File: src/rtl/dtw_pkg.sv
// rtl/dtw_pkg.sv - shared types and entry/beat layout for the DTW result packer (macro DTW_RESULT_CYCLE_COUNT_EN)
package dtw_pkg;

   typedef enum logic [1:0] {
      ST_IDLE      = 2'd0,
      ST_START     = 2'd1,
      ST_WAIT_DONE = 2'd2,
      ST_CAPTURE   = 2'd3
   } dtw_state_e;

`ifdef DTW_RESULT_CYCLE_COUNT_EN
   localparam int RESULT_BEATS = 3;
   localparam int CNT_W        = 32;
`else
   localparam int RESULT_BEATS = 2;
   localparam int CNT_W        = 0;
`endif

   // Entry layout from LSB: [cycle count], position, score, id
   localparam int POS_LSB   = CNT_W;
   localparam int SCORE_LSB = POS_LSB + 32;
   localparam int BEAT_W    = $clog2(RESULT_BEATS);

   function automatic int entry_width(input int id_w, input int word_len);
      return id_w + word_len + 32 + CNT_W;
   endfunction

endpackage

File: src/rtl/dtw_result_fifo.sv
// rtl/dtw_result_fifo.sv - synchronous first-word-fall-through result FIFO with occupancy count
module dtw_result_fifo #(
   parameter int WIDTH = 8,
   parameter int DEPTH = 4
) (
   input  logic                       clk,
   input  logic                       rst,
   input  logic                       push_i,
   input  logic [WIDTH-1:0]           push_data_i,
   input  logic                       pop_i,
   output logic [WIDTH-1:0]           head_data_o,
   output logic                       empty_o,
   output logic                       full_o,
   output logic [$clog2(DEPTH):0]     count_o
);

   localparam int AW = $clog2(DEPTH);

   logic [WIDTH-1:0] mem_q [DEPTH];
   logic [AW-1:0]    wr_ptr_q, rd_ptr_q;
   logic [AW:0]      count_q;
   logic             do_push, do_pop;

   assign empty_o     = (count_q == '0);
   assign full_o      = (count_q == (AW+1)'(DEPTH));
   assign do_push     = push_i && !full_o;
   assign do_pop      = pop_i && !empty_o;
   assign head_data_o = mem_q[rd_ptr_q];
   assign count_o     = count_q;

   // Storage array; contents need no reset since count gates visibility
   always_ff @(posedge clk) begin
      if (do_push) begin
         mem_q[wr_ptr_q] <= push_data_i;
      end
   end

   // Pointers and occupancy; simultaneous push and pop keep the count
   always_ff @(posedge clk) begin
      if (rst) begin
         wr_ptr_q <= '0;
         rd_ptr_q <= '0;
         count_q  <= '0;
      end else begin
         if (do_push) wr_ptr_q <= wr_ptr_q + 1'b1;
         if (do_pop)  rd_ptr_q <= rd_ptr_q + 1'b1;
         if (do_push && !do_pop)      count_q <= count_q + 1'b1;
         else if (!do_push && do_pop) count_q <= count_q - 1'b1;
      end
   end

endmodule

File: src/rtl/dtw_result_packer.sv
// rtl/dtw_result_packer.sv - DTW job launcher, result capture and AXI-Stream packer (macro DTW_RESULT_CYCLE_COUNT_EN adds a cycle-count beat)
module dtw_result_packer
   import dtw_pkg::*;
#(
   parameter int WORD_LEN   = 16,
   parameter int ID_WIDTH   = 16,
   parameter int FIFO_DEPTH = 4
) (
   input  logic                          clk,
   input  logic                          rst,
   input  logic                          job_valid,
   output logic                          job_ready,
   input  logic [ID_WIDTH-1:0]           job_id,
   output logic                          rs,
   input  logic                          core_running,
   input  logic                          core_done,
   input  logic [WORD_LEN-1:0]           core_best_score,
   input  logic [31:0]                   core_best_position,
   output logic [31:0]                   m_axis_tdata,
   output logic                          m_axis_tvalid,
   input  logic                          m_axis_tready,
   output logic                          m_axis_tlast,
   output logic                          busy,
   output logic [$clog2(FIFO_DEPTH):0]   fifo_count
);

   localparam int ENTRY_W = entry_width(ID_WIDTH, WORD_LEN);
   localparam int ID_LSB  = SCORE_LSB + WORD_LEN;
   localparam logic [BEAT_W-1:0] LAST_BEAT = BEAT_W'(RESULT_BEATS - 1);

   if (ID_WIDTH + WORD_LEN > 32) begin : g_bad_width
      $error("dtw_result_packer: ID_WIDTH + WORD_LEN must not exceed 32");
   end
   if (FIFO_DEPTH < 2 || (FIFO_DEPTH & (FIFO_DEPTH - 1)) != 0) begin : g_bad_depth
      $error("dtw_result_packer: FIFO_DEPTH must be a power of two >= 2");
   end

   dtw_state_e            state_q;
   logic                  rs_q, done_q;
   logic [ID_WIDTH-1:0]   id_q;
   logic [WORD_LEN-1:0]   score_q;
   logic [31:0]           pos_q;
   logic [ENTRY_W-1:0]    entry, head;
   logic                  fifo_empty, fifo_full, push, pop, accept, done_rise;
   logic [BEAT_W-1:0]     beat_q, beat_d, sel_beat;
   logic                  tvalid_q, tvalid_d, tlast_q, tlast_d;
   logic [31:0]           tdata_q, tdata_d, beat_word;

   // A slot is always free at accept, so an in-flight job can never overflow the FIFO
   assign job_ready = !rst && (state_q == ST_IDLE) && !fifo_full && !core_running;
   assign accept    = job_valid && job_ready;
   assign done_rise = core_done && !done_q;
   assign push      = (state_q == ST_CAPTURE);
   assign pop       = tvalid_q && m_axis_tready && (beat_q == LAST_BEAT);
   assign rs        = rs_q;
   assign busy      = (state_q != ST_IDLE);

   // Job handshake FSM: launch the core, wait for its fresh done edge, capture the result
   always_ff @(posedge clk) begin
      if (rst) begin
         state_q <= ST_IDLE;
         rs_q    <= 1'b0;
         done_q  <= 1'b0;
         id_q    <= '0;
         score_q <= '0;
         pos_q   <= '0;
      end else begin
         done_q <= core_done;
         case (state_q)
            ST_IDLE: if (accept) begin
               id_q    <= job_id;
               rs_q    <= 1'b1;
               state_q <= ST_START;
            end
            ST_START: if (core_running) begin
               rs_q    <= 1'b0;
               state_q <= ST_WAIT_DONE;
            end
            ST_WAIT_DONE: if (done_rise) begin
               score_q <= core_best_score;
               pos_q   <= core_best_position;
               state_q <= ST_CAPTURE;
            end
            ST_CAPTURE: state_q <= ST_IDLE;
            default:    state_q <= ST_IDLE;
         endcase
      end
   end

`ifdef DTW_RESULT_CYCLE_COUNT_EN
   logic [31:0] cyc_q, cyc_cap_q, cyc_inc;
   assign cyc_inc = (cyc_q == 32'hFFFF_FFFF) ? cyc_q : cyc_q + 32'd1;

   // Saturating job latency counter, snapshotted on the done edge including that cycle
   always_ff @(posedge clk) begin
      if (rst) begin
         cyc_q     <= '0;
         cyc_cap_q <= '0;
      end else begin
         if (accept) cyc_q <= '0;
         else if (state_q == ST_START || state_q == ST_WAIT_DONE) cyc_q <= cyc_inc;
         if (state_q == ST_WAIT_DONE && done_rise) cyc_cap_q <= cyc_inc;
      end
   end
`endif

   // Assemble the FIFO entry from the captured result
   always_comb begin
      entry = '0;
      entry[ID_LSB +: ID_WIDTH]    = id_q;
      entry[SCORE_LSB +: WORD_LEN] = score_q;
      entry[POS_LSB +: 32]         = pos_q;
`ifdef DTW_RESULT_CYCLE_COUNT_EN
      entry[31:0]                  = cyc_cap_q;
`endif
   end

   dtw_result_fifo #(
      .WIDTH (ENTRY_W),
      .DEPTH (FIFO_DEPTH)
   ) u_fifo (
      .clk         (clk),
      .rst         (rst),
      .push_i      (push),
      .push_data_i (entry),
      .pop_i       (pop),
      .head_data_o (head),
      .empty_o     (fifo_empty),
      .full_o      (fifo_full),
      .count_o     (fifo_count)
   );

   // Beat mux over the FIFO head: next beat while streaming, beat0 when starting a packet
   always_comb begin
      sel_beat  = tvalid_q ? beat_q + 1'b1 : '0;
      beat_word = '0;
      if (sel_beat == '0) begin
         beat_word[WORD_LEN +: ID_WIDTH] = head[ID_LSB +: ID_WIDTH];
         beat_word[WORD_LEN-1:0]         = head[SCORE_LSB +: WORD_LEN];
      end else if (sel_beat == BEAT_W'(1)) begin
         beat_word = head[POS_LSB +: 32];
      end else begin
         beat_word = head[31:0];
      end
   end

   // Output stage next state; a one-cycle bubble after each packet lets the FIFO head advance
   always_comb begin
      beat_d   = beat_q;
      tvalid_d = tvalid_q;
      tlast_d  = tlast_q;
      tdata_d  = tdata_q;
      if (!tvalid_q || m_axis_tready) begin
         if (tvalid_q && beat_q == LAST_BEAT) begin
            tvalid_d = 1'b0;
            tlast_d  = 1'b0;
            tdata_d  = '0;
            beat_d   = '0;
         end else if (tvalid_q || !fifo_empty) begin
            tvalid_d = 1'b1;
            beat_d   = sel_beat;
            tdata_d  = beat_word;
            tlast_d  = (sel_beat == LAST_BEAT);
         end
      end
   end

   // Registered stream outputs, so tready never reaches tvalid combinationally
   always_ff @(posedge clk) begin
      if (rst) begin
         beat_q   <= '0;
         tvalid_q <= 1'b0;
         tlast_q  <= 1'b0;
         tdata_q  <= '0;
      end else begin
         beat_q   <= beat_d;
         tvalid_q <= tvalid_d;
         tlast_q  <= tlast_d;
         tdata_q  <= tdata_d;
      end
   end

   assign m_axis_tdata  = tdata_q;
   assign m_axis_tvalid = tvalid_q;
   assign m_axis_tlast  = tlast_q;

endmodule

File: config.mk
export PLATFORM = sky130hd
export DESIGN_NAME = dtw_result_packer
export DESIGN_NICKNAME = d
export VERILOG_FILES = /design/src/rtl/dtw_pkg.sv /design/src/rtl/dtw_result_fifo.sv /design/src/rtl/dtw_result_packer.sv
export SDC_FILE = /design/constraint.sdc
export NUM_CORES = 1
export LEC_CHECK = 0
export CAP_MARGIN = 30
export CORE_MARGIN = 2
export CORE_UTILIZATION = 60
export DETAILED_ROUTE_END_ITERATION = 12
export PLACE_DENSITY = 0.82
export SYNTH_ARGS = -nofsm -noshare
export SYNTH_HDL_FRONTEND = slang
export SYNTH_SLANG_ARGS = --single-unit
File: constraint.sdc
create_clock -name clk -period 4.9 [get_ports clk]
set_input_delay 1.47 -clock clk [delete_from_list [all_inputs] [get_ports clk]]
set_output_delay 1.47 -clock clk [all_outputs]
set_load 0.02 [all_outputs]
==> impl_metrics.csv <==
group,metric,value,unit
run_status,status,"complete, no violations",
power_and_ir_drop,peakVddDrop,252,µV
clock_network,cts.reportedPaths.clkPinSlew,0.06,ns
drt,dr.pass1.iters,7,
yosys,synth_area_leaders,"edfxtp_1, dfxtp_1, mux4_2, mux2i_1, nand2_1",
power_and_ir_drop,power.density,425,mW/mm²
clock_network,cts_buffers,36,
timing,worst_slew_pin_slew,1.02,ns
clock_network,cts_tree,"done",
clock_network,ctsResizeCount,0,
finish,n_antenna_cell,0,
yosys,syn_avg_cell_area,15.8,µm²
grt,grt_max_degree,61,
drt,drt_iter0_markers,716,
setup_path,worstPathCellList,"clkdlybuf4s50_1 -> nor2_1 -> and3_1 -> clkdlybuf4s50_1",
min_path,hold_path.class,"reg -> reg",
floorplan,die-width,155,µm
setup_path,slowest_stage,"clkdlybuf4s50_1",
grt,grt_pass1_vias,7924,
yosys,netlist.area_leader.share,56.3,%
yosys,synth_common_cells,"edfxtp_1, dfxtp_1, nand2_1",
timing,timing.hold.ws,0.481,ns
timing,slew_headroom,32.3,%
drt,wirelength,28.5,mm
timing,drv_slew,0,
timing,clock_skew,0.0155,ns
floorplan,die_area,0.0240,mm²
place,place_congestion,0.780,
yosys,yosysMostFrequentCell,"edfxtp_1",
setup_path,critPathKind,"in -> out",
grt,grt_pass1_wl,43.6,mm
timing,final.setup.tns,0,ns
setup_path,reg2reg_depth,5,
setup_path,cp-end-kind,"output pin",
place,io_buffers,109,
clock_network,cts_hold_buf,0,
drt,vias,7767,
finish,fillers,1365,
clock_network,h-tree-depth,2,
timing,fin_crit,4.34,ns
clock_network,clockRootBuffer,"clkbuf_16",
finish,postLayoutCellArea,0.0161,mm²
yosys,syn-num-nets,944,
power_and_ir_drop,p_leak,5.16,nW
grt,track_usage,23.9,%
finish,area_growth,18.1,%
setup_path,timing.rr.end,"m_axis_tdata[30]",
yosys,async_flop_share,0,%
place,dp.final_hpwl,16.5,mm
yosys,ys_warn_count,0,
yosys,synth_edf_count,256,
clock_network,clk_latency,0.50,ns
timing,finalHoldViolCount,0,
setup_path,startpoint,"core_running",
yosys,ys_ff_latch,367,
setup_path,crit_top_cell,"clkdlybuf4s50_1",
min_path,hold_start,"m_axis_tdata[22]",
timing,timing.fmax,0.231,GHz
clock_network,cts_max_path_buffers,3,
clock_network,cts_sinks,367,
job,maxCapViolCount,0,
power_and_ir_drop,power.total,6.86,mW
setup_path,rrSetupSlack,2.40,ns
finish,final_util,71.7,%
setup_path,critPathLaunchType,"input port",
yosys,ys_seq_area_share,72.5,%
finish,layout-drive-gt1-share,14.2,%
floorplan,io_pins,110,
grt,antenna_found_initial,0,
drt,via_per_inst,6.03,
floorplan,core,0.0225,mm²
yosys,synth_top_cell_by_area,"edfxtp_1",
place,placed_area,0.0150,mm²
timing,finalCritPeriodShare,88.5,%
yosys,synth.cell_area,0.0137,mm²
floorplan,die_h,155,µm
yosys,ys.flop_type,"edfxtp_1",
drt,drc,0,
drt,wl_per_cell,22.1,µm
finish,final_nets,1058,
grt,grt-ovfl-total,0,
setup_path,crit_path_max_fanout,3,
setup_path,cp.required,3.43,ns
timing,setup_viol,0,
setup_path,worstPathArrival,2.87,ns
setup_path,max_stage_delay,0.60,ns
floorplan,rows,55,
setup_path,endpoint,"job_ready",
timing,rsz0062_at_grt,"false",
yosys,syn_inst,864,
floorplan,initial_core_util,60.7,%
yosys,synth_cell_types,43,
drt,final_antenna_net_count,0,
clock_network,cts_setup_buffers,0,
[how the worst min path moves through the flow]
stage / slack (ns) / cells past startpoint / to
6_report: 0.48 / 1 / m_axis_tdata[22]
3_5_place_dp: 0.47 / 1 / m_axis_tdata[21]
2_1_floorplan: 0.46 / 0 / u_fifo.mem_q[0][48]
3_3_place_gp: 0.46 / 1 / m_axis_tdata[2]
4_1_cts: 0.48 / 1 / m_axis_tdata[21]
5_1_grt: 0.49 / 1 / m_axis_tdata[21]
[state kept, by name, summed over array words and instances, names as in the netlist, 2 cells and up, named ones only]
signal,count
u_fifo.mem_q,256
m_axis_tdata,32
pos_q,32
id_q,16
score_q,16
u_fifo.count_o,3
state_q,2
u_fifo.rd_ptr_q,2
u_fifo.wr_ptr_q,2
[final cells by class]
class / count / area, µm² / area share [%]
multi-input cells: 436 / 3440 / 21.3
clock inverters: 11 / 85.1 / 0.527
well taps: 285 / 357 / 2.21
repair buffers: 128 / 1260 / 7.79
flip-flops and latches: 367 / 9920 / 61.5
inverters: 9 / 33.8 / 0.209
clock buffers: 52 / 1040 / 6.46
[power breakdown]
group | internal, mW | switching, mW
sequential | 3.42 | 0.0925
combinational | 0.326 | 0.405
clock | 1.53 | 1.08
[layer usage]
metal  part of all wire [%]  GRT usage [%]  vias to the layer above
met1                     41           33.1                     3895
met5                      0              0                        -
li1                       -              -                     3487
met2                     49           39.5                      334
met3                    6.7           3.96                       51
met4                    2.4           7.94                        0
[kinds of logic after synthesis]
family / share of synthesized area, %
buffers and inverters: 2.41
adders and majority gates: 0.971
DFF: 72.5
AOI/OAI and AO/OA: 5.11
xor gates and xnor gates: 0.320
muxes: 12.5
and+or+nand+nor: 6.18
[cells in the final DEF (no fill, tap or decap), drive strengths merged, types with 9 or more instances in the layout]
master         Yosys  routed
edfxtp           256     256
dfxtp            111     111
clkdlybuf4s50      0     108
nand2            101     101
mux2i             59      59
a21oi             55      55
clkbuf            28      52
nor2              47      47
mux4              44      44
nor3              22      22
o22ai             20      20
a211oi            20      20
buf               24      20
mux2              11      11
a22o              11      11
inv                9      10
ha                 9       9
clkinv             0       9
[critical path, delay by kind of cell]
family        cells  cell delay (ns)
buf+inv           2             1.04
simple gates      2             0.35
[stage by stage]
step	std cells	worst slack [ns]
6_report	1288	0.564
5_1_grt	1288	0.497
4_1_cts	1287	0.553
3_5_place_dp	1224	0.560
3_3_place_gp	1224	0.579
2_1_floorplan	864	1.55
Note: power is estimated with default switching activity, not from simulation.
